[src/rtl/serial_addsub_pkg.sv]
// Shared definitions for the serial add/subtract engine: FSM and mode encodings,
// debug view of the controller, and step/counter sizing helpers.
package serial_addsub_pkg;

    typedef enum logic {
        ST_IDLE = 1'b0,
        ST_RUN  = 1'b1
    } state_e;

    localparam logic MODE_ADD = 1'b0;
    localparam logic MODE_SUB = 1'b1;

    // Debug view: latched operation plus current controller state.
    typedef struct packed {
        logic   mode;
        state_e state;
    } dbg_t;

    function automatic int calc_steps(input int width, input int digit);
        return width / digit;
    endfunction

    // A one-step engine still needs a 1-bit counter, hence the floor of 1.
    function automatic int calc_cnt_w(input int steps);
        return (steps <= 2) ? 1 : $clog2(steps);
    endfunction

endpackage

[src/rtl/full_adder.sv]
// Single-bit full-adder cell; the building block of the digit ripple chain.
module full_adder (
    input  logic a_i,
    input  logic b_i,
    input  logic ci_i,
    output logic s_o,
    output logic co_o
);

    assign s_o  = a_i ^ b_i ^ ci_i;
    assign co_o = (a_i & b_i) | (ci_i & (a_i ^ b_i));

endmodule

[src/rtl/serial_addsub_digit_adder.sv]
// Combinational DIGIT-bit ripple adder. Also reports the carry entering the
// top bit so the caller can form signed overflow on the most significant digit.
module serial_addsub_digit_adder #(
    parameter int DIGIT = 1
) (
    input  logic [DIGIT-1:0] a_i,
    input  logic [DIGIT-1:0] b_i,
    input  logic             cin_i,
    output logic [DIGIT-1:0] sum_o,
    output logic             cout_o,
    output logic             ctop_o
);

    logic [DIGIT:0] carry;

    assign carry[0] = cin_i;

    for (genvar i = 0; i < DIGIT; i++) begin : g_bit
        full_adder u_fa (
            .a_i  (a_i[i]),
            .b_i  (b_i[i]),
            .ci_i (carry[i]),
            .s_o  (sum_o[i]),
            .co_o (carry[i+1])
        );
    end

    assign cout_o = carry[DIGIT];
    assign ctop_o = carry[DIGIT-1];

endmodule

[src/rtl/serial_addsub.sv]
// Multi-cycle add/subtract engine: processes DIGIT bits per clock with the
// carry held in a register between digits. Start/busy/done handshake.
//
// Handshake: start is accepted on any rising edge where busy=0 (including the
// done cycle, giving back-to-back operation). done pulses for one cycle and
// sum/cout/ovf update on that same edge; they are held until the next completion.
module serial_addsub
    import serial_addsub_pkg::*;
#(
    parameter int WIDTH = 16,
    parameter int DIGIT = 1
) (
    input  logic             clk,
    input  logic             rst,
    input  logic             start,
    input  logic             mode,
    input  logic [WIDTH-1:0] a,
    input  logic [WIDTH-1:0] b,
    input  logic             cin,
    output logic             busy,
    output logic             done,
    output logic [WIDTH-1:0] sum,
    output logic             cout,
    output logic             ovf,
    output dbg_t             dbg_o
);

    localparam int STEPS = calc_steps(WIDTH, DIGIT);
    localparam int CW    = calc_cnt_w(STEPS);
    localparam logic [CW-1:0] LAST_STEP = CW'(STEPS - 1);

    state_e           state_q, state_d;
    logic [WIDTH-1:0] a_q, a_d, b_q, b_d, res_q, res_d, sum_q, sum_d;
    logic [CW-1:0]    cnt_q, cnt_d;
    logic             carry_q, carry_d, mode_q, mode_d;
    logic             cout_q, cout_d, ovf_q, ovf_d, done_q, done_d;

    logic [DIGIT-1:0] dig_sum;
    logic             dig_cout, dig_ctop;
    logic [WIDTH-1:0] res_next;
    logic             unused_res;

    serial_addsub_digit_adder #(.DIGIT(DIGIT)) u_digit (
        .a_i    (a_q[DIGIT-1:0]),
        .b_i    (b_q[DIGIT-1:0]),
        .cin_i  (carry_q),
        .sum_o  (dig_sum),
        .cout_o (dig_cout),
        .ctop_o (dig_ctop)
    );

    // New digit enters at the top; after STEPS shifts res_next holds the full result.
    if (DIGIT == WIDTH) begin : g_res_full
        assign res_next = dig_sum;
    end else begin : g_res_part
        assign res_next = {dig_sum, res_q[WIDTH-1:DIGIT]};
    end
    assign unused_res = ^res_q[DIGIT-1:0];

    always_comb begin
        state_d = state_q;
        a_d     = a_q;
        b_d     = b_q;
        res_d   = res_q;
        carry_d = carry_q;
        mode_d  = mode_q;
        cnt_d   = cnt_q;
        sum_d   = sum_q;
        cout_d  = cout_q;
        ovf_d   = ovf_q;
        done_d  = 1'b0;
        case (state_q)
            ST_IDLE: begin
                if (start) begin
                    // Subtract as a + ~b + ~borrow_in.
                    a_d     = a;
                    b_d     = (mode == MODE_SUB) ? ~b : b;
                    carry_d = (mode == MODE_SUB) ? ~cin : cin;
                    mode_d  = mode;
                    cnt_d   = '0;
                    state_d = ST_RUN;
                end
            end
            ST_RUN: begin
                a_d     = a_q >> DIGIT;
                b_d     = b_q >> DIGIT;
                res_d   = res_next;
                carry_d = dig_cout;
                cnt_d   = cnt_q + 1'b1;
                if (cnt_q == LAST_STEP) begin
                    sum_d   = res_next;
                    cout_d  = dig_cout;
                    ovf_d   = dig_ctop ^ dig_cout;
                    done_d  = 1'b1;
                    state_d = ST_IDLE;
                end
            end
            default: state_d = ST_IDLE;
        endcase
    end

    always_ff @(posedge clk) begin
        if (rst) begin
            state_q <= ST_IDLE;
            a_q     <= '0;
            b_q     <= '0;
            res_q   <= '0;
            carry_q <= 1'b0;
            mode_q  <= MODE_ADD;
            cnt_q   <= '0;
            sum_q   <= '0;
            cout_q  <= 1'b0;
            ovf_q   <= 1'b0;
            done_q  <= 1'b0;
        end else begin
            state_q <= state_d;
            a_q     <= a_d;
            b_q     <= b_d;
            res_q   <= res_d;
            carry_q <= carry_d;
            mode_q  <= mode_d;
            cnt_q   <= cnt_d;
            sum_q   <= sum_d;
            cout_q  <= cout_d;
            ovf_q   <= ovf_d;
            done_q  <= done_d;
        end
    end

    assign busy        = (state_q == ST_RUN);
    assign done        = done_q;
    assign sum         = sum_q;
    assign cout        = cout_q;
    assign ovf         = ovf_q;
    assign dbg_o.mode  = mode_q;
    assign dbg_o.state = state_q;

endmodule

[config.mk]
export PLATFORM = sky130hd
export DESIGN_NAME = serial_addsub
export DESIGN_NICKNAME = d
export VERILOG_FILES = /design/src/rtl/serial_addsub_pkg.sv /design/src/rtl/full_adder.sv /design/src/rtl/serial_addsub_digit_adder.sv /design/src/rtl/serial_addsub.sv
export SDC_FILE = /design/constraint.sdc
export NUM_CORES = 1
export LEC_CHECK = 0
export CAP_MARGIN = 20
export CORE_MARGIN = 10
export CORE_UTILIZATION = 55
export DETAILED_ROUTE_END_ITERATION = 7
export MAX_ROUTING_LAYER = met4
export PLACE_DENSITY = 0.84
export SLEW_MARGIN = 15
export SYNTH_ARGS = -nofsm -noshare
export SYNTH_HDL_FRONTEND = slang
export SYNTH_SLANG_ARGS = --single-unit
export TNS_END_PERCENT = 100
[constraint.sdc]
create_clock -name clk -period 3 [get_ports clk]
set_clock_uncertainty 0.2 [all_clocks]
set_input_delay 0.9 -clock clk [delete_from_list [all_inputs] [get_ports clk]]
set_output_delay 0.9 -clock clk [all_outputs]
set_load 0.1 [all_outputs]
== Word level (Yosys, flattened, before mapping) ==
Index checks and enable logic that the tools add are counted.
Storage, ports and cells
  bits of input ports: 37
  flip-flop bits (word level): 74
  output and inout port bits: 22
  logic and storage cells: 40
Cells by class
  muxes and demuxes: 14
  bitwise gates (word level): 9
  equality and inequality tests: 2
  reductions and logical operators: 3
  add/sub/neg operators: 1
Operator list (count)
  16-bit case mux with 2 select lines: 2
  16-bit 2-to-1 mux: 3
  16-bit inverter: 1
  4-bit case mux with 2 select lines: 1
  1-bit 2-to-1 mux: 5
  4-bit by 1-bit adder with 4-bit output (second input constant): 1
  4-bit equality test (second input constant): 1
  4-bit 2-to-1 mux: 1
  1-bit case mux with 2 select lines: 2
  2-bit AND reduction: 2
  1-bit XOR: 3
  1-bit bitwise AND: 2
  2-bit != test (second input constant): 1
  1-bit inverter: 2
  2-bit OR reduction: 1
  1-bit OR: 1

== Longest topological paths before layout ==
Gate-level depths: netlist of run 1.
  depth after elaboration: 4
  depth in mapped cells: 6
  gate-level depth less buffers: 4

== Hierarchy ==
Synthesis of run 1 repeated with hierarchy kept, for this count alone.
Unflattened totals
  cells, all modules: 305
  area total of the unflattened synthesis: 3120.5 µm²
Modules (own cells, without submodules)
  serial_addsub: seq. area each 1461.4 µm², instances 1, area an instance 3093.0 µm², cells an instance 303
  full_adder: seq. area each 0.0 µm², instances 1, area an instance 20.0 µm², cells an instance 1
  serial_addsub_digit_adder: seq. area each 0.0 µm², instances 1, area an instance 7.5 µm², cells an instance 1

== Worst setup path after synthesis of run 1 ==
No wires, ideal clock.
  kind: register to output
  from: reg state_q (netlist: busy)
  to: out dbg_o[0] (netlist name)
  arrival time: 1.429 ns
  path slack: 0.471 ns
  buffers on the path: 1
  data required time: 1.900 ns
  stages on the path, launching flop included: 2
  cell sequence: dfxtp_1 -> buf_4
RTL lines
  start: declaration: line serial_addsub.sv:32  | state_e state_q, state_d;
  start signal: assignment: line serial_addsub.sv:116  | state_q <= state_d;
  end: declaration: line serial_addsub.sv:25  | output dbg_t dbg_o
No word-level cell between the ends.

== Final worst setup path of run 1 ==
  from: reg state_q (netlist: busy)
  to: out busy
RTL lines
  end: declaration: line serial_addsub.sv:20  | output logic busy,
No word-level cell between the ends.

==> results of run 1 <==
==> layer usage <==
| layer | up-vias | share of wire | global-route usage |
|---|---|---|---|
| met4 | 0 | 0.018 | 0.0910 |
| met5 | - | 0 | - |
| li1 | 1143 | - | - |
| met1 | 1069 | 0.44 | 0.160 |
| met3 | 10 | 0.059 | 0.0353 |
| met2 | 52 | 0.49 | 0.231 |
==> final timing paths <==
kind | from | to | slack, ns
hold reg to reg | b_q[1] | b_q[0] | 0.25
setup reg to reg | busy | mode_q | 0.95
hold / removal | b_q[1] | b_q[0] | 0.25
setup / recovery | busy | busy | 0.78
==> tightest hold or removal path, stage by stage, from the launching register on <==
cell and delay, ns:
dfxtp_1 0.31, nand2_1 0.05, a21oi_1 0.05
==> final cells by class <==
| class | count | area, sq um |
|---|---|---|
| clock buffer | 10 | 128 |
| clock inverter | 6 | 82.6 |
| fill | 455 | 1680 |
| inverter | 1 | 3.75 |
| multi-input combinational | 203 | 1460 |
| sequential | 73 | 1470 |
| tap | 72 | 90.1 |
| timing repair buffer | 64 | 598 |
==> flip-flops by register name, indices dropped and copies added (netlist names), 4 cells and up <==
register,flops
a_q,16
b_q,16
sum,16
res_q,15
cnt_q,4
==> where the power goes <==
group / switching [uW] / internal (uW)
clock network: 349 / 464
registers: 28.1 / 1010
logic: 124 / 136
total: 501 / 1610
==> synthesized netlist by cell type (all sizes together) <==
cell and instances:
fa 1, nand4 1, a21oi 20, nand3 1
nor2 52, mux2i 32, a22o 18, dfxtp 73
ha 1, a211o 16, xnor2 17, clkbuf 7
nor3b 3, mux2 15, nor3 2, inv 1
a2111oi 1, a41oi 1, o21a 1, buf 20
xor2 2, nor2b 2, nand2 16, o21ai 1
==> through the flow <==
stage | utilization | worst slack [ns] | hold WS (ns)
after floorplan | - | 0.471 | 0.232
after global placement | 0.657 | 0.561 | 0.237
after detailed placement | 0.657 | 0.494 | 0.246
after CTS | 0.695 | 0.754 | 0.252
after global routing | 0.695 | 0.733 | 0.267
final | 0.695 | 0.781 | 0.252
==> logic make-up (layout without fill, tap and decap cells) <==
group | Yosys count | in the layout
AO/OA/AOI/OAI | 58 | 58
XOR/XNOR | 19 | 19
adder cells (fa/ha/maj) | 2 | 2
buffers and inverters | 28 | 81
flip-flops | 73 | 73
multiplexers | 47 | 47
AND/OR/NAND/NOR | 77 | 77
==> flow_results.xml, run 1 <==
<?xml version="1.0" encoding="UTF-8"?>
<metrics>
  <group name="cts">
    <metric name="cts_clock_pin_slew_for_the_worst_setup_and_hold_paths" unit="ns">0.07</metric>
    <metric name="cts_tree" unit="">yes</metric>
    <metric name="ctsHtreeMaxLevel" unit="">3</metric>
    <metric name="cts_inserted_buffers" unit="">9</metric>
    <metric name="postCtsSetupRepairBufs" unit="">0</metric>
    <metric name="clock_latency" unit="ns">0.34</metric>
    <metric name="holdBufCountCts" unit="">0</metric>
    <metric name="cts-root-buf" unit="">clkbuf_8</metric>
    <metric name="numClockSinks" unit="">73</metric>
    <metric name="cts.path.max_buffers" unit="">2</metric>
    <metric name="cts_repair_resize_count" unit="">0</metric>
  </group>
  <group name="global_routing">
    <metric name="grt_use_total" unit="">0.145</metric>
    <metric name="global_route_wire_length_before_repair" unit="mm">10.2</metric>
    <metric name="grt_max_degree" unit="">57</metric>
    <metric name="global_route.overflow_total" unit="">0</metric>
    <metric name="first_global_vias" unit="">2261</metric>
    <metric name="number_of_antenna_violations_at_the_first_check_in_global_routing" unit="">0</metric>
  </group>
  <group name="synthesis">
    <metric name="synth-seq-area-share" unit="">0.469</metric>
    <metric name="post_synth_fa_ha_maj_area_fraction" unit="">0.0105</metric>
    <metric name="ys_top_cells_by_area" unit="">dfxtp_1 47%, mux2i_1 10%, nor2_1 6.1%</metric>
    <metric name="yosys.area_share.simple" unit="">0.109</metric>
    <metric name="synth_top_area_frac" unit="">0.469</metric>
    <metric name="dominant_combinational_cell_family_by_area_after_synthesis" unit="">multiplexers</metric>
    <metric name="synthesized_flop_and_latch_total" unit="">73</metric>
    <metric name="multiplexer_share_of_the_synthesized_area" unit="">0.157</metric>
    <metric name="syn_area_per_cell" unit="sq um">10.2</metric>
    <metric name="fraction_of_synthesized_cell_area_in_xor_and_xnor_cells" unit="">0.0535</metric>
    <metric name="synth_warnings" unit="">0</metric>
    <metric name="post_syn_nets" unit="">343</metric>
    <metric name="mapped_cells" unit="">304</metric>
    <metric name="distinct_cell_type_count_after_synthesis" unit="">32</metric>
    <metric name="synthesis.area" unit="sq um">3110</metric>
    <metric name="synthDominantAreaCellType" unit="">dfxtp_1</metric>
    <metric name="synth_area_in_compound_gates" unit="">0.139</metric>
  </group>
  <group name="power_and_ir_drop">
    <metric name="fin_total_pwr" unit="uW">2110</metric>
    <metric name="power_per_cell_area" unit="nW/um^2">550</metric>
    <metric name="leakage" unit="uW">0.00159</metric>
    <metric name="peakVddDrop" unit="mV">0.299</metric>
  </group>
  <group name="layout">
    <metric name="drive_gt1_frac" unit="">0.143</metric>
    <metric name="instances_no_fill" unit="">429</metric>
    <metric name="most_common_cell_after_layout_fill_and_taps_aside" unit="">dfxtp_1</metric>
    <metric name="postLayoutCellArea" unit="sq um">3830</metric>
    <metric name="mostFrequentLayoutCells" unit="">72 x dfxtp_1, 51 x nor2_1, 34 x clkdlybuf4s50_1, 32 x mux2i_1, 25 x buf_4</metric>
    <metric name="area_added_between_synthesis_and_finish" unit="%">23.0</metric>
    <metric name="fin_nets" unit="">391</metric>
    <metric name="n_antenna_cell" unit="">0</metric>
  </group>
  <group name="worst_setup_path">
    <metric name="worstPathCellList" unit="">buf_12</metric>
    <metric name="critical_path.max_stage_delay" unit="ns">0.55</metric>
    <metric name="critPathCaptureType" unit="">output pin</metric>
    <metric name="crit_path_top_delay_cell" unit="">dfxtp_4</metric>
    <metric name="path_buf_inv" unit="">1</metric>
    <metric name="r2r_cells" unit="">5</metric>
    <metric name="critPathArrivalTime" unit="ns">1.12</metric>
    <metric name="cp-start-kind" unit="">register</metric>
    <metric name="critical_path_depth" unit="">1</metric>
    <metric name="timing_worst_setup_path_type" unit="">reg2out</metric>
    <metric name="critical_path_required" unit="ns">1.90</metric>
    <metric name="worst_path_dominant_cell_family" unit="">flip-flops</metric>
    <metric name="crit_fanout" unit="">18</metric>
  </group>
  <group name="floorplanning">
    <metric name="die_width" unit="um">95.2</metric>
    <metric name="die-height" unit="um">95.2</metric>
    <metric name="initial_utilization" unit="">0.565</metric>
    <metric name="core_region_area" unit="sq um">5510</metric>
    <metric name="std_cell_rows" unit="">27</metric>
    <metric name="design.die.area" unit="sq um">9070</metric>
    <metric name="ioPinCount" unit="">59</metric>
  </group>
  <group name="route">
    <metric name="vias_cell" unit="">5.30</metric>
    <metric name="final_antenna_net_count" unit="">0</metric>
    <metric name="drcViolationCount" unit="">0</metric>
    <metric name="drt_iter0_drc" unit="">101</metric>
    <metric name="routed-via-count" unit="">2274</metric>
    <metric name="wl_per_cell" unit="um">14.0</metric>
    <metric name="detailedRoute.firstPassIterationCount" unit="">4</metric>
    <metric name="drt_wl_total" unit="mm">6.00</metric>
  </group>
  <group name="sta">
    <metric name="setup_viol_count_final" unit="">0</metric>
    <metric name="report.final.hold_viol_count" unit="">0</metric>
    <metric name="final-max-slew-violation-count" unit="">0</metric>
    <metric name="setup_repair_after_global_routing_missed_its_margin" unit="">no</metric>
    <metric name="max-slew-margin-rel" unit="">0.721</metric>
    <metric name="fin_tns_setup" unit="ns">0</metric>
    <metric name="fin_crit" unit="ns">2.22</metric>
    <metric name="max_clock_freq" unit="GHz">0.451</metric>
    <metric name="tightest_slew" unit="ns">0.418</metric>
    <metric name="min_period_over_period" unit="">0.740</metric>
  </group>
  <group name="worst_hold_path">
    <metric name="hold_depth" unit="">2</metric>
    <metric name="timing.hold.worst.class" unit="">reg2reg</metric>
  </group>
  <group name="place">
    <metric name="detailed_place.area" unit="sq um">3620</metric>
    <metric name="place.detailed.hpwl" unit="mm">4.21</metric>
    <metric name="placed_cells_incl_taps" unit="">413</metric>
    <metric name="port_buffers" unit="">58</metric>
    <metric name="globalplace.congestion" unit="">0.739</metric>
  </group>
  <group name="flow_run">
    <metric name="max_cap_violations" unit="">0</metric>
  </group>
  <group name="status">
    <metric name="outcome" unit="">finished, final reports clean</metric>
  </group>
</metrics>
(Power assumes the default switching activity.)
==> run 2, diff against run 1 <==
Settings changed: CORE_UTILIZATION 55 to 51, PLACE_DENSITY 0.84 to 0.78.
Clock period 3 ns to 2.15 ns, I/O delays scaled along.
==> run 2 against run 1 <==
Net effect:
- flip-flop and latch count unchanged
- sequential power is 40% higher
- core utilization is essentially flat
- first-iteration DRC count increased by 11%
- combinational power is 41% higher
- hold slack got worse by 0.0049 ns
- global-route usage fell by 1.7 points
- worst setup slack got worse by 0.60 ns
==> flow_results.xml, run 2 (synthesis gave the netlist of run 1 again) <==
<?xml version="1.0" encoding="UTF-8"?>
<metrics>
  <group name="worst_setup_path">
    <metric name="cp-start-kind" unit="">register</metric>
    <metric name="critPathCaptureType" unit="">output pin</metric>
    <metric name="critical_path_required" unit="ns">1.30</metric>
    <metric name="r2r_cells" unit="">4</metric>
    <metric name="r2r_slack" unit="ns">0.52</metric>
    <metric name="worst_path_dominant_cell_family" unit="">flip-flops</metric>
    <metric name="crit_path_top_delay_cell" unit="">dfxtp_4</metric>
    <metric name="timing_worst_setup_path_type" unit="">reg2out</metric>
    <metric name="r2r_start" unit="">cnt_q[0]</metric>
    <metric name="critPathArrivalTime" unit="ns">1.12</metric>
    <metric name="crit_fanout" unit="">19</metric>
    <metric name="critical_path.max_stage_delay" unit="ns">0.56</metric>
    <metric name="worstReg2RegEnd" unit="">sum[14]</metric>
    <metric name="worstPathCellList" unit="">buf_12</metric>
    <metric name="path_buf_inv" unit="">1</metric>
  </group>
  <group name="layout">
    <metric name="most_common_cell_after_layout_fill_and_taps_aside" unit="">dfxtp_1</metric>
    <metric name="layout.filler_cells" unit="">457</metric>
    <metric name="area_of_the_multi_input_gates" unit="sq um">1460</metric>
    <metric name="register_area" unit="sq um">1470</metric>
    <metric name="mostFrequentLayoutCells" unit="">72 x dfxtp_1, 51 x nor2_1, 34 x clkdlybuf4s50_1, 32 x mux2i_1, 24 x buf_12</metric>
    <metric name="fin_nets" unit="">391</metric>
    <metric name="instances_no_fill" unit="">431</metric>
    <metric name="drive_gt1_frac" unit="">0.140</metric>
    <metric name="core_utilization_of_the_finished_layout" unit="">0.695</metric>
    <metric name="n_antenna_cell" unit="">0</metric>
    <metric name="area_added_between_synthesis_and_finish" unit="%">32.1</metric>
  </group>
  <group name="cts">
    <metric name="cts_inserted_buffers" unit="">9</metric>
    <metric name="numClockSinks" unit="">73</metric>
    <metric name="clock_latency" unit="ns">0.34</metric>
    <metric name="ctsHtreeMaxLevel" unit="">3</metric>
    <metric name="cts-root-buf" unit="">clkbuf_8</metric>
    <metric name="cts_clock_pin_slew_for_the_worst_setup_and_hold_paths" unit="ns">0.07</metric>
    <metric name="cts.path.max_buffers" unit="">2</metric>
    <metric name="postCtsSetupRepairBufs" unit="">0</metric>
    <metric name="cts_tree" unit="">yes</metric>
    <metric name="cts_repair_resize_count" unit="">0</metric>
    <metric name="holdBufCountCts" unit="">0</metric>
  </group>
  <group name="sta">
    <metric name="setup_repair_after_global_routing_missed_its_margin" unit="">no</metric>
    <metric name="final-max-slew-violation-count" unit="">0</metric>
    <metric name="min_period_over_period" unit="">0.916</metric>
    <metric name="max_clock_freq" unit="GHz">0.508</metric>
    <metric name="tightest_slew" unit="ns">0.440</metric>
    <metric name="fin_crit" unit="ns">1.97</metric>
    <metric name="report.final.hold_viol_count" unit="">0</metric>
    <metric name="setup_viol_count_final" unit="">0</metric>
    <metric name="max-slew-margin-rel" unit="">0.706</metric>
    <metric name="timing.final.ws_setup" unit="ns">0.181</metric>
    <metric name="fin_tns_setup" unit="ns">0</metric>
  </group>
  <group name="worst_hold_path">
    <metric name="hold_depth" unit="">2</metric>
    <metric name="timing.hold.worst.class" unit="">reg2reg</metric>
    <metric name="min_to" unit="">b_q[11]</metric>
    <metric name="hold_path.startpoint" unit="">b_q[12]</metric>
  </group>
  <group name="route">
    <metric name="drt_wl_total" unit="mm">5.96</metric>
    <metric name="drcViolationCount" unit="">0</metric>
    <metric name="vias_cell" unit="">5.21</metric>
    <metric name="drt_iter0_drc" unit="">112</metric>
    <metric name="routed-via-count" unit="">2246</metric>
    <metric name="wl_per_cell" unit="um">13.8</metric>
    <metric name="detailedRoute.firstPassIterationCount" unit="">4</metric>
    <metric name="final_antenna_net_count" unit="">0</metric>
  </group>
  <group name="floorplanning">
    <metric name="die_width" unit="um">98.1</metric>
    <metric name="std_cell_rows" unit="">28</metric>
    <metric name="design.die.area" unit="sq um">9630</metric>
    <metric name="core_region_area" unit="sq um">5920</metric>
    <metric name="initial_utilization" unit="">0.526</metric>
    <metric name="ioPinCount" unit="">59</metric>
    <metric name="die-height" unit="um">98.1</metric>
  </group>
  <group name="power_and_ir_drop">
    <metric name="power_per_cell_area" unit="nW/um^2">735</metric>
    <metric name="leakage" unit="uW">0.00166</metric>
    <metric name="peakVddDrop" unit="mV">0.441</metric>
    <metric name="fin_total_pwr" unit="uW">3020</metric>
  </group>
  <group name="place">
    <metric name="preCtsSetupSlack" unit="ns">0.0182</metric>
    <metric name="globalplace.congestion" unit="">0.713</metric>
    <metric name="place.detailed.hpwl" unit="mm">4.19</metric>
    <metric name="placed_cells_incl_taps" unit="">416</metric>
    <metric name="port_buffers" unit="">58</metric>
  </group>
  <group name="global_routing">
    <metric name="global_route_wire_length_before_repair" unit="mm">10.0</metric>
    <metric name="grt_use_total" unit="">0.128</metric>
    <metric name="grt_max_degree" unit="">57</metric>
    <metric name="first_global_vias" unit="">2217</metric>
    <metric name="global_route.overflow_total" unit="">0</metric>
    <metric name="number_of_antenna_violations_at_the_first_check_in_global_routing" unit="">0</metric>
  </group>
  <group name="flow_run">
    <metric name="max_cap_violations" unit="">0</metric>
  </group>
  <group name="status">
    <metric name="outcome" unit="">finished, final reports clean</metric>
  </group>
</metrics>
-- run 2: cell types whose count changed in the layout (fill, tap and decap cells not counted), sizes merged --
cell	previous run	this run
clkbuf	10	13
clkinv	3	0
clkinvlp	1	0
-- run 2: how the worst max path moves through the flow --
stage | start | end | slack, ns | cells past startpoint
6_report | busy | busy | 0.18 | 1
5_1_grt | busy | busy | 0.14 | 1
4_1_cts | busy | busy | 0.16 | 1
3_5_place_dp | mode | carry_q | 0.02 | 5
3_3_place_gp | mode | b_q[13] | 0.05 | 5
2_1_floorplan | busy | dbg_o[0] | 0.24 | 1
-- run 2: layout make-up --
| type | count | area share |
|---|---|---|
| Clock buffer | 13 | 0.0411 |
| Clock inverter | 2 | 0.0146 |
| Inverter | 1 | 0.000913 |
| Multi-Input combinational cell | 203 | 0.355 |
| Sequential cell | 73 | 0.356 |
| Tap cell | 75 | 0.0228 |
| Timing Repair Buffer | 64 | 0.209 |
-- run 2: where the power goes --
group,internal (uW),switching (uW)
Combinational,194,171
Clock,743,468
Sequential,1400,40.4
Total,2340,680
-- run 2: through the flow --
stage	instance area (sq um)	hold slack (ns)
global route	4110	0.271
floorplan	3110	0.232
finish	4110	0.247
detailed placement	3880	0.243
global placement	3880	0.237
CTS	4110	0.252
-- run 2: metal layers --
metal	wire length (um)	track usage	vias to the layer above
li1	-	-	1149
met1	2620	0.133	1040
met2	2980	0.216	44
met3	209	0.0296	13
met4	157	0.0805	0
met5	0	-	-
